`src/rtl/jt6295_decmix.sv`:
```
// Per-channel ADPCM decoder, attenuator and four-slot mixer for the JT6295.
// Channel decoder state lives in a 4-entry rotating ring whose head is the current slot.
module jt6295_decmix #(
  parameter logic [1:0] SLOT0 = 2'd2
) (
  input  logic               clk,
  input  logic               rst_n,
  input  logic               cen4,
  input  logic               pipe_en,
  input  logic [3:0]         pipe_att,
  input  logic [3:0]         pipe_data,
  output logic signed [13:0] sound,
  output logic               sample
);

  localparam logic [10:0] STEP [0:48] = '{
    11'd16,   11'd17,   11'd19,   11'd21,   11'd23,   11'd25,   11'd28,   11'd31,
    11'd34,   11'd37,   11'd41,   11'd45,   11'd50,   11'd55,   11'd60,   11'd66,
    11'd73,   11'd80,   11'd88,   11'd97,   11'd107,  11'd118,  11'd130,  11'd143,
    11'd157,  11'd173,  11'd190,  11'd209,  11'd230,  11'd253,  11'd279,  11'd307,
    11'd337,  11'd371,  11'd408,  11'd449,  11'd494,  11'd544,  11'd598,  11'd658,
    11'd724,  11'd796,  11'd876,  11'd963,  11'd1060, 11'd1166, 11'd1282, 11'd1411,
    11'd1552
  };

  localparam logic [5:0] VOL [0:15] = '{
    6'd32, 6'd22, 6'd16, 6'd11, 6'd8, 6'd6, 6'd4, 6'd3,
    6'd2,  6'd0,  6'd0,  6'd0,  6'd0, 6'd0, 6'd0, 6'd0
  };

  logic [1:0]         r_slot;
  logic signed [11:0] r_smp [0:3];
  logic [5:0]         r_idx [0:3];
  logic signed [12:0] r_scaled;
  logic [1:0]         r_bSlot;
  logic signed [13:0] r_acc;

  logic [12:0]        w_step13;
  logic [12:0]        w_diff;
  logic signed [13:0] w_smpExt;
  logic signed [13:0] w_diffExt;
  logic signed [13:0] w_sum;
  logic signed [11:0] w_smpSat;
  logic signed [7:0]  w_adj;
  logic signed [7:0]  w_idxSum;
  logic [5:0]         w_idxSat;
  logic signed [11:0] w_newSmp;
  logic [5:0]         w_newIdx;
  logic signed [17:0] w_smp18;
  logic signed [17:0] w_vol18;
  logic signed [17:0] w_prod;
  logic signed [12:0] w_scaled;
  logic signed [13:0] w_mixIn;
  logic signed [13:0] w_accNext;

  // Decode the head entry of the ring with the current nibble
  always_comb begin
    w_step13  = {2'b00, STEP[r_idx[0]]};
    w_diff    = (w_step13 >> 3)
              + (pipe_data[2] ? w_step13        : 13'd0)
              + (pipe_data[1] ? (w_step13 >> 1) : 13'd0)
              + (pipe_data[0] ? (w_step13 >> 2) : 13'd0);
    w_smpExt  = {{2{r_smp[0][11]}}, r_smp[0]};
    w_diffExt = {1'b0, w_diff};
    w_sum     = pipe_data[3] ? (w_smpExt - w_diffExt) : (w_smpExt + w_diffExt);
    if (w_sum > 14'sd2047)
      w_smpSat = 12'sd2047;
    else if (w_sum < -14'sd2048)
      w_smpSat = -12'sd2048;
    else
      w_smpSat = w_sum[11:0];

    case (pipe_data[2:0])
      3'd4:    w_adj = 8'sd2;
      3'd5:    w_adj = 8'sd4;
      3'd6:    w_adj = 8'sd6;
      3'd7:    w_adj = 8'sd8;
      default: w_adj = -8'sd1;
    endcase
    w_idxSum = $signed({2'b00, r_idx[0]}) + w_adj;
    if (w_idxSum < 8'sd0)
      w_idxSat = 6'd0;
    else if (w_idxSum > 8'sd48)
      w_idxSat = 6'd48;
    else
      w_idxSat = w_idxSum[5:0];

    // An idle slot clears its channel so a restart decodes from zero
    w_newSmp = pipe_en ? w_smpSat : 12'sd0;
    w_newIdx = pipe_en ? w_idxSat : 6'd0;
  end

  // Attenuate: the bit slice of the product is a floor division by 32
  always_comb begin
    w_smp18   = 18'(w_newSmp);
    w_vol18   = $signed({12'd0, VOL[pipe_att]});
    w_prod    = w_smp18 * w_vol18;
    w_scaled  = w_prod[17:5];
    w_mixIn   = 14'(r_scaled);
    w_accNext = (r_bSlot == 2'd0) ? w_mixIn : (r_acc + w_mixIn);
  end

  always_ff @(posedge clk or negedge rst_n) begin
    if (!rst_n) begin
      r_slot   <= SLOT0;
      for (int i = 0; i < 4; i++) begin
        r_smp[i] <= 12'sd0;
        r_idx[i] <= 6'd0;
      end
      r_scaled <= 13'sd0;
      r_bSlot  <= 2'd0;
      r_acc    <= 14'sd0;
      sound    <= 14'sd0;
      sample   <= 1'b0;
    end else begin
      sample <= 1'b0;
      if (cen4) begin
        r_slot <= r_slot + 2'd1;
        for (int i = 0; i < 3; i++) begin
          r_smp[i] <= r_smp[i+1];
          r_idx[i] <= r_idx[i+1];
        end
        r_smp[3] <= w_newSmp;
        r_idx[3] <= w_newIdx;
        r_scaled <= w_scaled;
        r_bSlot  <= r_slot;
        r_acc    <= w_accNext;
        // Slot 3 closes the frame one slot after its nibble was decoded
        if (r_bSlot == 2'd3) begin
          sound  <= r_acc + w_mixIn;
          sample <= 1'b1;
        end
      end
    end
  end

endmodule
```
`config.mk`:
```
export PLATFORM = sky130hd
export DESIGN_NAME = jt6295_decmix
export DESIGN_NICKNAME = d
export VERILOG_FILES = /design/src/rtl/jt6295_decmix.sv
export SDC_FILE = /design/constraint.sdc
export NUM_CORES = 1
export LEC_CHECK = 0
export ABC_AREA = 1
export CORE_MARGIN = 1.5
export CORE_UTILIZATION = 30
export CTS_CLUSTER_DIAMETER = 50
export CTS_CLUSTER_SIZE = 12
export DETAILED_ROUTE_END_ITERATION = 10
export GPL_TIMING_DRIVEN = 0
export PLACE_DENSITY = 0.45
export SETUP_SLACK_MARGIN = 0.05
export SYNTH_ARGS = -nofsm -noshare
export SYNTH_HDL_FRONTEND = slang
export SYNTH_SLANG_ARGS = --single-unit
export TNS_END_PERCENT = 20
```
`constraint.sdc`:
```
create_clock -name clk -period 24.9 [get_ports clk]
set_input_delay 4.98 -clock clk [delete_from_list [all_inputs] [get_ports clk]]
set_output_delay 4.98 -clock clk [all_outputs]
set_load 0.005 [all_outputs]
```
==> results.json <==
{
  "fin_util": 0.346,
  "synth_edf_count": 0,
  "core_sq_um": 35600,
  "max_freq_mhz": 65.7,
  "setup_viol": 0,
  "critPathCaptureType": "flip-flop",
  "vias": 9089,
  "antenna_found_initial": 1,
  "reg2reg_slack_ns": 12.99,
  "clock_latency_ns": 0.42,
  "hpwl_mm": 22.6,
  "min_from": "r_slot[0]$_DFFE_PN0P_",
  "start_util": 0.305,
  "cp_slowest_stage_delay_ns": 0.83,
  "async_flop_share": 1.00,
  "status": "finished clean",
  "cp.required_ns": 25.20,
  "ys_warn_count": 0,
  "floorplan.rows": 69,
  "vias_per_cell": 4.62,
  "first_pass_iters": 5,
  "ys_seq_area_frac": 0.273,
  "numClockSinks": 118,
  "place.gp.congestion": 0.814,
  "grt_usage": 0.162,
  "syn_area_sq_um": 10800,
  "critPathTopFamily": "adder cells",
  "cap_viol_max_count": 0,
  "worstPathArrival_ns": 15.53,
  "cts_root_buf": "clkbuf_16",
  "drt-wirelength-per-cell_um": 14.4,
  "hold_depth": 1,
  "synth_seq_cells": 118,
  "holdPathEnd": "r_slot[0]$_DFFE_PN0P_",
  "die_h_um": 193,
  "crit_cells": 44,
  "p_leak_nw": 6.23,
  "crit_slowest_cell": "a21oi_1",
  "r2r_cells": 50,
  "first_global_vias": 9146,
  "r2r_start": "r_idx[19]$_DFFE_PN0P_",
  "cts_buffers": 17,
  "ant_nets": 0,
  "grt_max_degree": 69,
  "routed_wl_mm": 28.3,
  "hp-class": "reg -> reg",
  "cp-startpoint": "pipe_data[1]",
  "rsz0062_at_grt": "no",
  "post-route-drc-count": 0,
  "tritoncts": "done",
  "drt_iter0_markers": 492,
  "die_width_um": 193,
  "port-buffer-count": 24,
  "cts_buffer_depth": 2,
  "relSlewSlack": 0.219,
  "cpMostUsedCell": "fa_1",
  "fin_tns_setup_ns": 0,
  "finalCriticalPeriod_ns": 15.23,
  "hold_viol_final": 0,
  "synth_cell_type_count": 50,
  "whs_ns": 0.471,
  "syn-instance-count": 1448,
  "post_cts_buffers": 0,
  "reg2reg_to": "r_scaled[11]$_DFFE_PN0P_",
  "cts_max_level": 4,
  "area.growth.synth_to_final_pct": 13.7,
  "p_per_area_nw_per_um2": 141,
  "grt-ovfl-total": 0,
  "syn_area_per_cell_sq_um": 7.48,
  "clk_pin_slew_ns": 0.06,
  "slew_violations": 0,
  "drive_gt1_frac": 0.0499,
  "path_buf_inv": 9,
  "setup.worst_path.start_class": "input port",
  "tightest_slew_ns": 1.16,
  "io_pins": 27,
  "period_share": 0.611,
  "cts.hold.buffers_added": 0,
  "fin_nets": 1665,
  "fin_worst_skew_ns": 0.0196,
  "path_class": "in -> reg",
  "grt_pass1_wl_mm": 47.9,
  "synth_flop_cell": "dfrtp_1",
  "vdd.ir_drop.worst_mv": 0.0827,
  "syn-num-nets": 1621,
  "die_area_sq_um": 37300,
  "cts-resized-gates": 0,
  "crit_fanout": 9
}
## how the worst max path moves through the flow
stage                                    end
floorplan           r_scaled[11]$_DFFE_PN0P_
finish              r_scaled[11]$_DFFE_PN0P_
global route        r_scaled[11]$_DFFE_PN0P_
CTS                 r_scaled[11]$_DFFE_PN0P_
global placement    r_scaled[11]$_DFFE_PN0P_
detailed placement  r_scaled[11]$_DFFE_PN0P_
## stage by stage
| step | cells | setup slack [ns] | area (sq um) | power, mW |
|---|---|---|---|---|
| final | 1967 | 9.67 | 12300 | 1.74 |
| after floorplan | 1448 | 11.23 | 10800 | 1.17 |
| after detailed placement | 1934 | 9.21 | 11700 | 1.48 |
| after global placement | 1933 | 9.19 | 11700 | 1.48 |
| after global routing | 1965 | 8.77 | 12300 | 1.94 |
| after CTS | 1965 | 9.64 | 12300 | 1.76 |
## synth_stat cells (2+ instances only)
library cell / count / area share
a221oi_1: 3 / 0.0024
nand2_4: 3 / 0.0031
o21ai_0: 119 / 0.055
o21bai_1: 6 / 0.0042
nand3b_1: 2 / 0.0014
ha_1: 93 / 0.11
clkinv_1: 8 / 0.0028
nand2_2: 9 / 0.0052
o31ai_1: 6 / 0.0042
a22oi_1: 2 / 0.0014
o22ai_1: 5 / 0.0029
inv_2: 4 / 0.0014
xor2_1: 29 / 0.023
nand3_1: 35 / 0.016
nand2_1: 350 / 0.12
inv_1: 232 / 0.080
nor2_1: 149 / 0.052
nand3_2: 7 / 0.0065
o21ai_2: 2 / 0.0016
nand4_1: 7 / 0.0040
fa_1: 68 / 0.13
o211ai_1: 11 / 0.0076
o21ai_1: 7 / 0.0032
a21oi_1: 74 / 0.034
or2_2: 7 / 0.0040
dfrtp_1: 117 / 0.27
clkbuf_1: 33 / 0.011
nor3_1: 11 / 0.0051
xnor2_1: 25 / 0.020
buf_2: 2 / 0.00092
o221ai_1: 2 / 0.0016
a21o_1: 2 / 0.0014
## layout by cell type (no fill, tap or decap), types with 33 or more instances in the layout
master,count
nand3_1,35
ha_1,93
fa_1,68
dfrtp_1,117
clkbuf_1,33
nand2_1,350
nor2_1,149
a21oi_1,74
inv_1,232
o21ai_0,119
## per-layer routing
layer | wire length (um) | vias up | GRT usage
met2 | 12300 | 119 | 0.253
met5 | 0 | - | 0
met1 | 15100 | 4298 | 0.244
met4 | 151 | 0 | 0.0257
li1 | - | 4663 | -
met3 | 654 | 9 | 0.0190
## worst register-to-register path: cells and delay by family (launching register included)
family                     cells  cell delay (ns)
adders and majority gates     11             4.83
AOI/OAI and AO/OA              9             2.91
and+or+nand+nor               18             2.15
buffers and inverters         10             0.88
DFF                            1             0.63
xor gates and xnor gates       2             0.38
## kinds of logic (layout without fill, tap and decap cells)
logic type,count (synthesis),in the layout,share of synthesized area
xor+xnor,54,54,0.0436
compound gates,246,246,0.126
simple gates,588,588,0.227
flops,118,118,0.273
buf+inv,281,337,0.0980
other cells,0,2,0
fa+ha+maj,161,161,0.233
## flip-flops by register name (all words and copies together), names as in the netlist
signal	count
r_bSlot	2
r_idx	24
r_smp	48
sound	14
r_scaled	13
r_slot	2
sample	1
r_acc	14
## power by group
part	switching (mW)	internal, mW
combinational	0.749	0.419
clock	0.0937	0.171
sequential	0.0433	0.262
## layout make-up
cell class,instances,area (sq um)
clock inverters,13,196
clock buffers,18,439
plain buffers,36,138
flip-flops and latches,118,2950
fillers,3863,23200
inverters,245,925
repair buffers,25,269
diodes,2,5.00
well taps,461,577
multi-input cells,1049,6820
(Power assumes the default switching activity.)
